<file path="config.mk">
export PLATFORM = sky130hd
export DESIGN_NAME = image_overlay_gen
export DESIGN_NICKNAME = d
export VERILOG_FILES = /design/src/rtl/image_overlay_pkg.sv /design/src/rtl/image_overlay_gen_box_hit.sv /design/src/rtl/image_overlay_gen.sv
export SDC_FILE = /design/constraint.sdc
export NUM_CORES = 1
export LEC_CHECK = 0
export CAP_MARGIN = 0
export CORE_ASPECT_RATIO = 0.75
export CORE_MARGIN = 2
export CORE_UTILIZATION = 51
export CTS_CLUSTER_DIAMETER = 40
export CTS_CLUSTER_SIZE = 10
export DETAILED_ROUTE_END_ITERATION = 10
export HOLD_SLACK_MARGIN = 0.12
export PLACE_DENSITY_LB_ADDON = 0.05
export REMOVE_ABC_BUFFERS = 1
export SYNTH_ARGS = -nofsm -noshare
export SYNTH_HDL_FRONTEND = slang
export SYNTH_HIERARCHICAL = 1
export SYNTH_SLANG_ARGS = --single-unit
</file>
<file path="constraint.sdc">
create_clock -name i_clk -period 6.44 [get_ports i_clk]
set_clock_uncertainty 0.1 [all_clocks]
set_input_delay 1.288 -clock i_clk [delete_from_list [all_inputs] [get_ports i_clk]]
set_output_delay 1.288 -clock i_clk [all_outputs]
set_load 0.02 [all_outputs]
</file>
<file path="src/rtl/image_overlay_pkg.sv">
// Shared types for the raster overlay stage: box modes, sync FSM states
// and the 32-bit pixel layout.
package image_overlay_pkg;
  localparam int RGB_W = 10;

  typedef enum logic [1:0] {
    OV_OFF    = 2'd0,
    OV_FILL   = 2'd1,
    OV_BORDER = 2'd2,
    OV_INVERT = 2'd3
  } ov_mode_e;

  typedef enum logic {
    SYNC_WAIT = 1'b0,
    RUN       = 1'b1
  } ov_state_e;

  typedef struct packed {
    logic [1:0]       pad;
    logic [RGB_W-1:0] r;
    logic [RGB_W-1:0] g;
    logic [RGB_W-1:0] b;
  } pixel_t;
endpackage

</file>
<file path="src/rtl/image_overlay_gen_box_hit.sv">
// Combinational hit test of one raster position against one centred box,
// including the border-only variant.
module overlay_box_hit
  import image_overlay_pkg::*;
#(
  parameter int BOX_W  = 128,
  parameter int BOX_H  = 128,
  parameter int BORDER = 2,
  parameter int POS_W  = 10
) (
  input  logic [POS_W-1:0] row,
  input  logic [POS_W-1:0] col,
  input  logic [POS_W-1:0] ctr_row,
  input  logic [POS_W-1:0] ctr_col,
  input  logic             en,
  input  logic [1:0]       mode,
  output logic             hit
);
  // One guard bit beyond sign so centre + half can never overflow.
  localparam int SW = POS_W + 2;
  localparam logic signed [SW-1:0] HALF_H = SW'(BOX_H / 2);
  localparam logic signed [SW-1:0] HALF_W = SW'(BOX_W / 2);
  localparam logic signed [SW-1:0] BRD    = SW'(BORDER);
  localparam logic signed [SW-1:0] ONE    = SW'(1);

  logic signed [SW-1:0] r, c, r0, r1, c0, c1;
  logic in_box, on_border;

  always_comb begin
    r  = $signed({2'b00, row});
    c  = $signed({2'b00, col});
    r0 = $signed({2'b00, ctr_row}) - HALF_H;
    r1 = $signed({2'b00, ctr_row}) + HALF_H - ONE;
    c0 = $signed({2'b00, ctr_col}) - HALF_W;
    c1 = $signed({2'b00, ctr_col}) + HALF_W - ONE;
    // Clipping is implicit: r/c are always on-screen, edges keep unclipped values.
    in_box    = (r >= r0) && (r <= r1) && (c >= c0) && (c <= c1);
    on_border = ((r - r0) < BRD) || ((r1 - r) < BRD) ||
                ((c - c0) < BRD) || ((c1 - c) < BRD);
    hit = en && (mode != OV_OFF) && in_box && ((mode != OV_BORDER) || on_border);
  end
endmodule

</file>
<file path="src/rtl/image_overlay_gen.sv">
// Raster tracker plus N_BOX rectangle painter over a valid-qualified pixel
// stream; box settings are latched at start of frame, fixed 2-cycle latency.
module image_overlay_gen
  import image_overlay_pkg::*;
#(
  parameter int H_ACTIVE = 800,
  parameter int V_ACTIVE = 600,
  parameter int N_BOX    = 2,
  parameter int BOX_W    = 128,
  parameter int BOX_H    = 128,
  parameter int BORDER   = 2,
  parameter int POS_W    = 10
) (
  input  logic                       i_clk,
  input  logic                       i_rst,
  input  logic                       i_valid,
  input  logic                       i_sof,
  input  logic [31:0]                i_data,
  input  logic [N_BOX-1:0]           i_box_en,
  input  logic [2*N_BOX-1:0]         i_box_mode,
  input  logic [POS_W*N_BOX-1:0]     i_box_row,
  input  logic [POS_W*N_BOX-1:0]     i_box_col,
  input  logic [3*RGB_W*N_BOX-1:0]   i_box_color,
  output logic                       o_valid,
  output logic [31:0]                o_data,
  output logic                       o_sof,
  output logic                       o_sync_err
);
  localparam int STAGES = 2;
  localparam int CW     = 3 * RGB_W;

  ov_state_e state, state_nxt;
  logic [POS_W-1:0] col, row, col_nxt, row_nxt, cur_col, cur_row;
  logic load, apply, adv, sync_err;

  logic [N_BOX-1:0]         sh_en, sel_en, box_hit;
  logic [2*N_BOX-1:0]       sh_mode, sel_mode;
  logic [POS_W*N_BOX-1:0]   sh_row, sh_col, sel_row, sel_col;
  logic [CW*N_BOX-1:0]      sh_color, sel_color;

  logic [STAGES:1]          vld_pipe, sof_pipe, err_pipe;
  logic [N_BOX-1:0]         s1_hit;
  logic [2*N_BOX-1:0]       s1_mode;
  logic [CW*N_BOX-1:0]      s1_color;
  logic [CW-1:0]            s1_rgb, mux_rgb;

  pixel_t in_px;
  logic   pad_unused;
  assign in_px      = pixel_t'(i_data);
  assign pad_unused = |in_px.pad;

  // Position of the current pixel and frame-sync bookkeeping.
  always_comb begin
    state_nxt = state;
    cur_col   = col;
    cur_row   = row;
    col_nxt   = col;
    row_nxt   = row;
    load      = 1'b0;
    apply     = 1'b0;
    adv       = 1'b0;
    sync_err  = 1'b0;
    if (i_valid) begin
      if (i_sof) begin
        load      = 1'b1;
        apply     = 1'b1;
        adv       = 1'b1;
        state_nxt = RUN;
        cur_col   = '0;
        cur_row   = '0;
        sync_err  = (state == RUN) && ((col != '0) || (row != '0));
      end else if (state == RUN) begin
        if ((col == '0) && (row == '0)) begin
          sync_err  = 1'b1;
          state_nxt = SYNC_WAIT;
        end else begin
          apply = 1'b1;
          adv   = 1'b1;
        end
      end
    end
    if (adv) begin
      if (cur_col == POS_W'(H_ACTIVE - 1)) begin
        col_nxt = '0;
        row_nxt = (cur_row == POS_W'(V_ACTIVE - 1)) ? '0 : cur_row + 1'b1;
      end else begin
        col_nxt = cur_col + 1'b1;
        row_nxt = cur_row;
      end
    end
  end

  always_ff @(posedge i_clk or posedge i_rst) begin
    if (i_rst) begin
      state    <= SYNC_WAIT;
      col      <= '0;
      row      <= '0;
      sh_en    <= '0;
      sh_mode  <= '0;
      sh_row   <= '0;
      sh_col   <= '0;
      sh_color <= '0;
    end else begin
      state <= state_nxt;
      col   <= col_nxt;
      row   <= row_nxt;
      if (load) begin
        sh_en    <= i_box_en;
        sh_mode  <= i_box_mode;
        sh_row   <= i_box_row;
        sh_col   <= i_box_col;
        sh_color <= i_box_color;
      end
    end
  end

  // The sof pixel itself already uses the freshly sampled settings.
  assign sel_en    = load ? i_box_en    : sh_en;
  assign sel_mode  = load ? i_box_mode  : sh_mode;
  assign sel_row   = load ? i_box_row   : sh_row;
  assign sel_col   = load ? i_box_col   : sh_col;
  assign sel_color = load ? i_box_color : sh_color;

  for (genvar k = 0; k < N_BOX; k++) begin : g_box
    overlay_box_hit #(
      .BOX_W(BOX_W), .BOX_H(BOX_H), .BORDER(BORDER), .POS_W(POS_W)
    ) u_hit (
      .row     (cur_row),
      .col     (cur_col),
      .ctr_row (sel_row[k*POS_W +: POS_W]),
      .ctr_col (sel_col[k*POS_W +: POS_W]),
      .en      (sel_en[k]),
      .mode    (sel_mode[2*k +: 2]),
      .hit     (box_hit[k])
    );
  end

  // Lowest index wins: walk from the top so the last assignment is the lowest hit.
  always_comb begin
    mux_rgb = s1_rgb;
    for (int k = N_BOX - 1; k >= 0; k--) begin
      if (s1_hit[k]) begin
        mux_rgb = (s1_mode[2*k +: 2] == OV_INVERT) ? ~s1_rgb : s1_color[k*CW +: CW];
      end
    end
  end

  always_ff @(posedge i_clk or posedge i_rst) begin
    if (i_rst) begin
      vld_pipe <= '0;
      sof_pipe <= '0;
      err_pipe <= '0;
      s1_hit   <= '0;
      s1_mode  <= '0;
      s1_color <= '0;
      s1_rgb   <= '0;
      o_data   <= '0;
    end else begin
      vld_pipe <= {vld_pipe[1], i_valid};
      sof_pipe <= {sof_pipe[1], i_sof};
      err_pipe <= {err_pipe[1], sync_err};
      s1_hit   <= box_hit & {N_BOX{apply}};
      s1_mode  <= sel_mode;
      s1_color <= sel_color;
      s1_rgb   <= i_valid ? {in_px.r, in_px.g, in_px.b} : '0;
      o_data   <= {2'b00, mux_rgb};
    end
  end

  assign o_valid    = vld_pipe[STAGES];
  assign o_sof      = sof_pipe[STAGES];
  assign o_sync_err = err_pipe[STAGES];
endmodule

</file>
Word level (Yosys, flattened, before mapping)
Cells that the tools add are included.
{ "word_totals": {"ff_bits": 195, "latch_bits": 0, "ram_bits": 0, "mem_bits_ro": 0, "input_bits": 142, "out_inout_bits": 35, "memories": 0} }
{ "op_classes": {"addsub": 22, "multipliers": 0, "div": 0, "magnitude_cmp": 16, "n_eq_ne": 6, "n_shift": 0, "n_mux": 26, "n_bitwise": 2, "reduce_logical": 29} }
{ "ops": {"columns": ["op", "n"], "rows": [
  ["two-way mux 30 bit", 5],
  ["less-than comparator 12 x 3 -> 1 bit, second input constant", 8],
  ["two-way mux 10 bit", 7],
  ["greater-or-equal comparator 11 x 12 -> 1 bit", 4],
  ["less-or-equal comparator 11 x 12 -> 1 bit", 4],
  ["subtractor 11 x 12 -> 12 bit", 4],
  ["subtractor 12 x 11 -> 12 bit", 4],
  ["subtractor 12 x 2 -> 12 bit, second input constant", 4],
  ["adder 10 x 7 -> 11 bit, second input constant", 4],
  ["subtractor 10 x 7 -> 11 bit, second input constant", 4],
  ["two-way mux 20 bit", 2],
  ["inverter 30 bit", 1],
  ["adder 10 x 1 -> 10 bit, second input constant", 2],
  ["equality test 10 bit, second input constant", 2],
  ["logical NOT 10 bit", 2],
  ["nonzero test 10 bit", 2],
  ["logical AND 1 bit", 14],
  ["two-way mux 1 bit", 10],
  ["logical OR 1 bit", 9],
  ["equality test 2 bit, second input constant", 2],
  ["two-way mux 4 bit", 1],
  ["inequality test 2 bit, second input constant", 2],
  ["nonzero test 2 bit", 2],
  ["AND 2 bit", 1],
  ["two-way mux 2 bit", 1]
]} }

Depth between registers and ports, before layout
Gate-level depths: netlist of run 1.
{ "logic_depth": {"ltp_word": 13, "mapped_depth": 24, "depth_no_buf": 20} }

Cells and area by module
Netlist of run 1, hierarchy kept.
{ "modules_own_cells": {"columns": ["module", "n_inst", "cells_per_inst", "area_each_um2", "seq_area_each_um2"], "rows": [
  ["image_overlay_gen", 1, 952, 8414.3, 4879.7],
  ["overlay_box_hit at g_box[0].u_hit", 1, 389, 2665.1, 0.0],
  ["overlay_box_hit at g_box[1].u_hit", 1, 382, 2590.0, 0.0]
]} }

Worst setup path before layout of run 1
Ideal clock, no wire load.
{ "synth_timing": {"path_kind": "input port to flip-flop", "start": "input port i_valid", "end": "register s1_hit[1]", "setup_ns": 0.073, "arrival_time_ns": 5.297, "required_ns": 6.267, "slack_ns": 0.970, "cell_stages": 22, "n_path_buf": 4, "path_cell_list": "buf_4 -> nand2_1 -> clkbuf_1 -> clkbuf_1 -> clkbuf_1 -> nand2_1 -> nand2_1 -> inv_1 -> ha_1 -> nor2_1 -> nand2_1 -> xor2_1 -> a21oi_1 -> xnor2_1 -> ha_1 -> nand2_1 -> o221a_2 -> xnor2_1 -> or4_1 -> o2111a_1 -> a31oi_1 -> nor2b_1"} }
{ "synth_between": {"elab_chain_cells": 12} }
{ "synth_rtl": {"columns": ["element", "line_no", "source"], "rows": [
  ["start, declared", "image_overlay_gen.sv:16", "input logic i_valid,"],
  ["two-way mux 1 bit (*)", "image_overlay_gen.sv:63", "if (i_valid) begin"],
  ["two-way mux 20 bit (*)", null, null],
  ["net sel_row[16]", "image_overlay_gen.sv:38", "logic [POS_W*N_BOX-1:0] sh_row, sh_col, sel_row, sel_col;"],
  ["adder 10 x 7 -> 11 bit", "image_overlay_gen_box_hit.sv:33", "r1 = $signed({2'b00, ctr_row}) + HALF_H - ONE;"],
  ["subtractor 12 x 2 -> 12 bit", "image_overlay_gen_box_hit.sv:33", null],
  ["subtractor 12 x 11 -> 12 bit", "image_overlay_gen_box_hit.sv:38", "on_border = ((r - r0) < BRD) || ((r1 - r) < BRD) ||"],
  ["less-than comparator 12 x 3 -> 1 bit", "image_overlay_gen_box_hit.sv:38", null],
  ["logical OR 1 bit (2 in a row)", "image_overlay_gen_box_hit.sv:38", null],
  ["logical OR 1 bit", "image_overlay_gen_box_hit.sv:39", "((c - c0) < BRD) || ((c1 - c) < BRD);"],
  ["logical OR 1 bit", "image_overlay_gen_box_hit.sv:40", "hit = en && (mode != OV_OFF) && in_box && ((mode != OV_BORDER) || on_border);"],
  ["logical AND 1 bit (*)", "image_overlay_gen_box_hit.sv:40", null],
  ["net box_hit[1]", "image_overlay_gen.sv:36", "logic [N_BOX-1:0] sh_en, sel_en, box_hit;"],
  ["AND 2 bit (*)", "image_overlay_gen.sv:162", "s1_hit <= box_hit & {N_BOX{apply}};"],
  ["end signal, assigned", "image_overlay_gen.sv:162", null],
  ["end, declared", "image_overlay_gen.sv:42", "logic [N_BOX-1:0] s1_hit;"]
]} }
The timed path passes the listed nets; every way through them passes the cells marked *.
A chain may end at the register's enable or synchronous reset.

Final worst setup path of run 1
{ "layout_timing": {"start": "input port i_valid", "end": "register s1_hit[0]"} }
Same word-level chain as after synthesis.

==> flow_metrics.tcl, run 1 <==
set metrics [dict create \
    outcome "finished, final reports clean" \
    crit_path_frequent_cell "nand2_1" \
    final_common_cell "nand2_1" \
    hold_viol 0 \
    r2r_setup_slack_ns 2.28 \
    portBuffers 172 \
    start_util_pct 52.2 \
    hold_path_class "reg2reg" \
    dieHeight_um 146 \
    holdPathEnd "sof_pipe[2]" \
    synth_area_leader_cell "dfrtp_1" \
    route.met2.wl_mm 15.7 \
    cts_resized 0 \
    path_cells "clkdlybuf4s50_1 -> and2_4 -> nand2_1 -> nand2_1 -> nor4_1 -> nand4_1 -> nor2_1 -> nand2_1 -> xor2_1 -> a22oi_1 -> xnor2_1 -> ha_1 -> inv_1 -> o21bai_1 -> a211o_1 -> a31oi_2 -> xnor2_1 -> o211ai_2 -> nor4_1 -> a31oi_1 -> nor2b_1" \
    fillCellCount 2381 \
    ctsHoldBuffers 0 \
    min_from "sof_pipe[1]" \
    core_sq_um 26200 \
    routedWlPerCell_um 16.5 \
    cts.sink_count 195 \
    viasPerCell 5.66 \
    wl_met1_mm 18.0 \
    wl_mm 36.8 \
    highest_layer "met5" \
    reg2reg_depth 19 \
    synth_flop_cell "dfrtp_1" \
    synth-async-reset-ratio_pct 100 \
    fin_hold_ws_ns 0.253 \
    synth-seq-area-share_pct 35.7 \
    final.min_clock_period_ns 5.62 \
    grt_usage_pct 26.3 \
    cp.required_ns 6.66 \
    tightest_slew_ns 0.790 \
    clockBufferDepth 2 \
    drive_gt1_share_pct 6.28 \
    criticalPathCategory "in2reg" \
    grt_pass1_wl_mm 59.7 \
    synth_warnings 6 \
    avgSynthCellArea_sq_um 7.93 \
    timing.final.crit_share_pct 87.3 \
    area_delta_synth_final_pct 19.5 \
    cp-start-kind "primary input" \
    post_cts_buffers 0 \
    fp-row-count 51 \
    antenna_found_initial 4 \
    hold_depth 0 \
    peakVddDrop_uv 222 \
    critPathMaxFanout 28 \
    total_power_w 0.00410 \
    nNetsFinal 2110 \
    yosysTopAreaCellShare_pct 35.7 \
    syn_inst 1723 \
    synthDistinctLibCells 84 \
    cts_tree "yes" \
    cts_root_buf "clkbuf_16" \
    htreeDepth 4 \
    finalSetupViolations 0 \
    final_cell_mix "nand2_1, dfrtp_1, clkdlybuf4s50_1, a21oi_1, inv_1" \
    max_freq_mhz 178 \
    ys_top_cells_by_area "dfrtp_1, nand2_1, ha_1" \
    maxCapViolations 0 \
    drtPass1Iterations 7 \
    io_pins 177 \
    synth-edff-count 0 \
    grt_pass1_vias 11800 \
    worst_skew_pair.late_latency_ns 0.45 \
    p_leak_nw 7.52 \
    slew_headroom_pct 47.3 \
    wl_met3_mm 2.49 \
    synth-seq-cells 195 \
    grt.overflow.total 0 \
    synthesis.area_sq_um 13700 \
    ant_nets 0 \
    powerDensity_nw_per_um2 251 \
    slew_viol_final 0 \
    dpl.hpwl_mm 26.1 \
    path_clk_slew_ns 0.08 \
    end_kind "flop" \
    timing.rr.start "sh_row[2]" \
    numCtsBuffers 17 \
    r2r-end "s1_hit[0]" \
    rsz0062_at_grt "no" \
    cp.arrival_ns 5.83 \
    drt_iter0_drc 1071 \
    cpPeakStageDelay_ns 0.57 \
    vias 12600 \
    dieWidth_um 193 \
    crit_slowest_cell "clkdlybuf4s50_1" \
    grt_max_degree 116 \
    die_area_sq_um 28100 \
    drc 0 \
    globalplace.congestion 0.903 \
]
==> how the worst max path moves through the flow <==
stage | start | end | slack [ns] | cells after the start
5_1_grt | i_valid | s1_hit[0] | 0.42 | 21
4_1_cts | i_valid | s1_hit[0] | 0.83 | 21
3_3_place_gp | i_valid | s1_hit[0] | 0.45 | 21
6_report | i_valid | s1_hit[0] | 0.82 | 21
2_1_floorplan | i_rst | col[0] | -0.26 | 1
3_5_place_dp | i_valid | s1_hit[0] | 0.38 | 21
==> per-layer routing <==
metal  GRT usage (%)  up-vias
met4            6.33        2
li1                -     6215
met3            4.68       35
met5               0        -
met1            39.3     5985
met2            39.5      363
==> cell families (layout without fill, tap and decap cells) <==
group,Yosys count,count (layout),share of synthesized area [%]
other,1,5,0.0274
flip-flops,195,195,35.7
XOR/XNOR,81,81,5.19
adder cells (fa/ha/maj),102,102,9.78
buffers and inverters,180,335,5.06
multiplexers,6,6,0.467
AO/OA/AOI/OAI,360,360,16.2
AND/OR/NAND/NOR,798,798,27.6
==> Yosys cell counts (6+ instances only) <==
cell,number
o21a_1,9
and3_1,7
and2_1,45
nor2b_1,17
o21ai_0,65
a211oi_1,7
nand2_1,415
a21oi_1,148
ha_1,94
a31oi_1,14
xor2_1,20
inv_1,113
nor4_1,20
nand4_1,26
nand2b_1,14
o31ai_1,11
dfrtp_1,195
nand3b_1,9
fa_1,8
nand3_1,33
nor2_1,90
or3_1,6
a21o_1,9
o211ai_1,34
buf_1,9
o21bai_1,6
nor3_1,46
clkbuf_1,51
or2_2,33
nor3b_1,7
xnor2_1,61
==> registers in the layout (all words and copies together), names as in the netlist, 4 cells and up <==
signal	count
s1_rgb	30
sh_row	20
row	10
col	10
s1_mode	4
s1_color	60
sh_col	20
o_data	30
==> cell type report <==
cell class / count / area [sq um] / area share [%]
Antenna cell: 3 / 7.51 / 0.0460
Clock buffer: 21 / 480 / 2.94
Clock inverter: 11 / 111 / 0.682
Inverter: 113 / 432 / 2.64
Multi-Input combinational cell: 1349 / 8120 / 49.7
Sequential cell: 195 / 4880 / 29.9
Tap cell: 344 / 430 / 2.64
Timing Repair Buffer: 190 / 1870 / 11.4
==> metrics by stage <==
step / setup TNS (ns) / instances / util (%) / worst slack [ns] / area [sq um]
finish: 0 / 2226 / 62.4 / 0.821 / 16300
global route: 0 / 2224 / 62.4 / 0.416 / 16300
CTS: 0 / 2223 / 62.4 / 0.835 / 16300
detailed placement: 0 / 2191 / 60.1 / 0.376 / 15700
global placement: 0 / 2191 / 60.1 / 0.454 / 15700
floorplan: -50.80 / 1657 / - / -0.260 / 13400
==> critical path, delay by kind of cell <==
family                     cells  cell delay (ns)
AOI/OAI and AO/OA              6             0.96
xor gates and xnor gates       3             0.48
adders and majority gates      1             0.30
buffers and inverters          2             0.68
and+or+nand+nor                9             2.09
==> report_power, final <==
part           total (W)  internal [W]  switching [W]
logic            0.00162      0.000692       0.000929
registers        0.00140       0.00134      0.0000604
clock network    0.00108      0.000553       0.000524
No activity file was read; power rests on OpenSTA's default activity.
==> run 2, diff against run 1 <==
Settings changed: CAP_MARGIN 0 to 20.
==> results of run 2 <==
Final layout, timing and power as in run 1 (identical DEF).
==> run 3, diff against run 2 <==
Settings changed: SLEW_MARGIN set to 0.
==> results of run 3 <==
Final layout, timing and power as in run 1 (identical DEF).
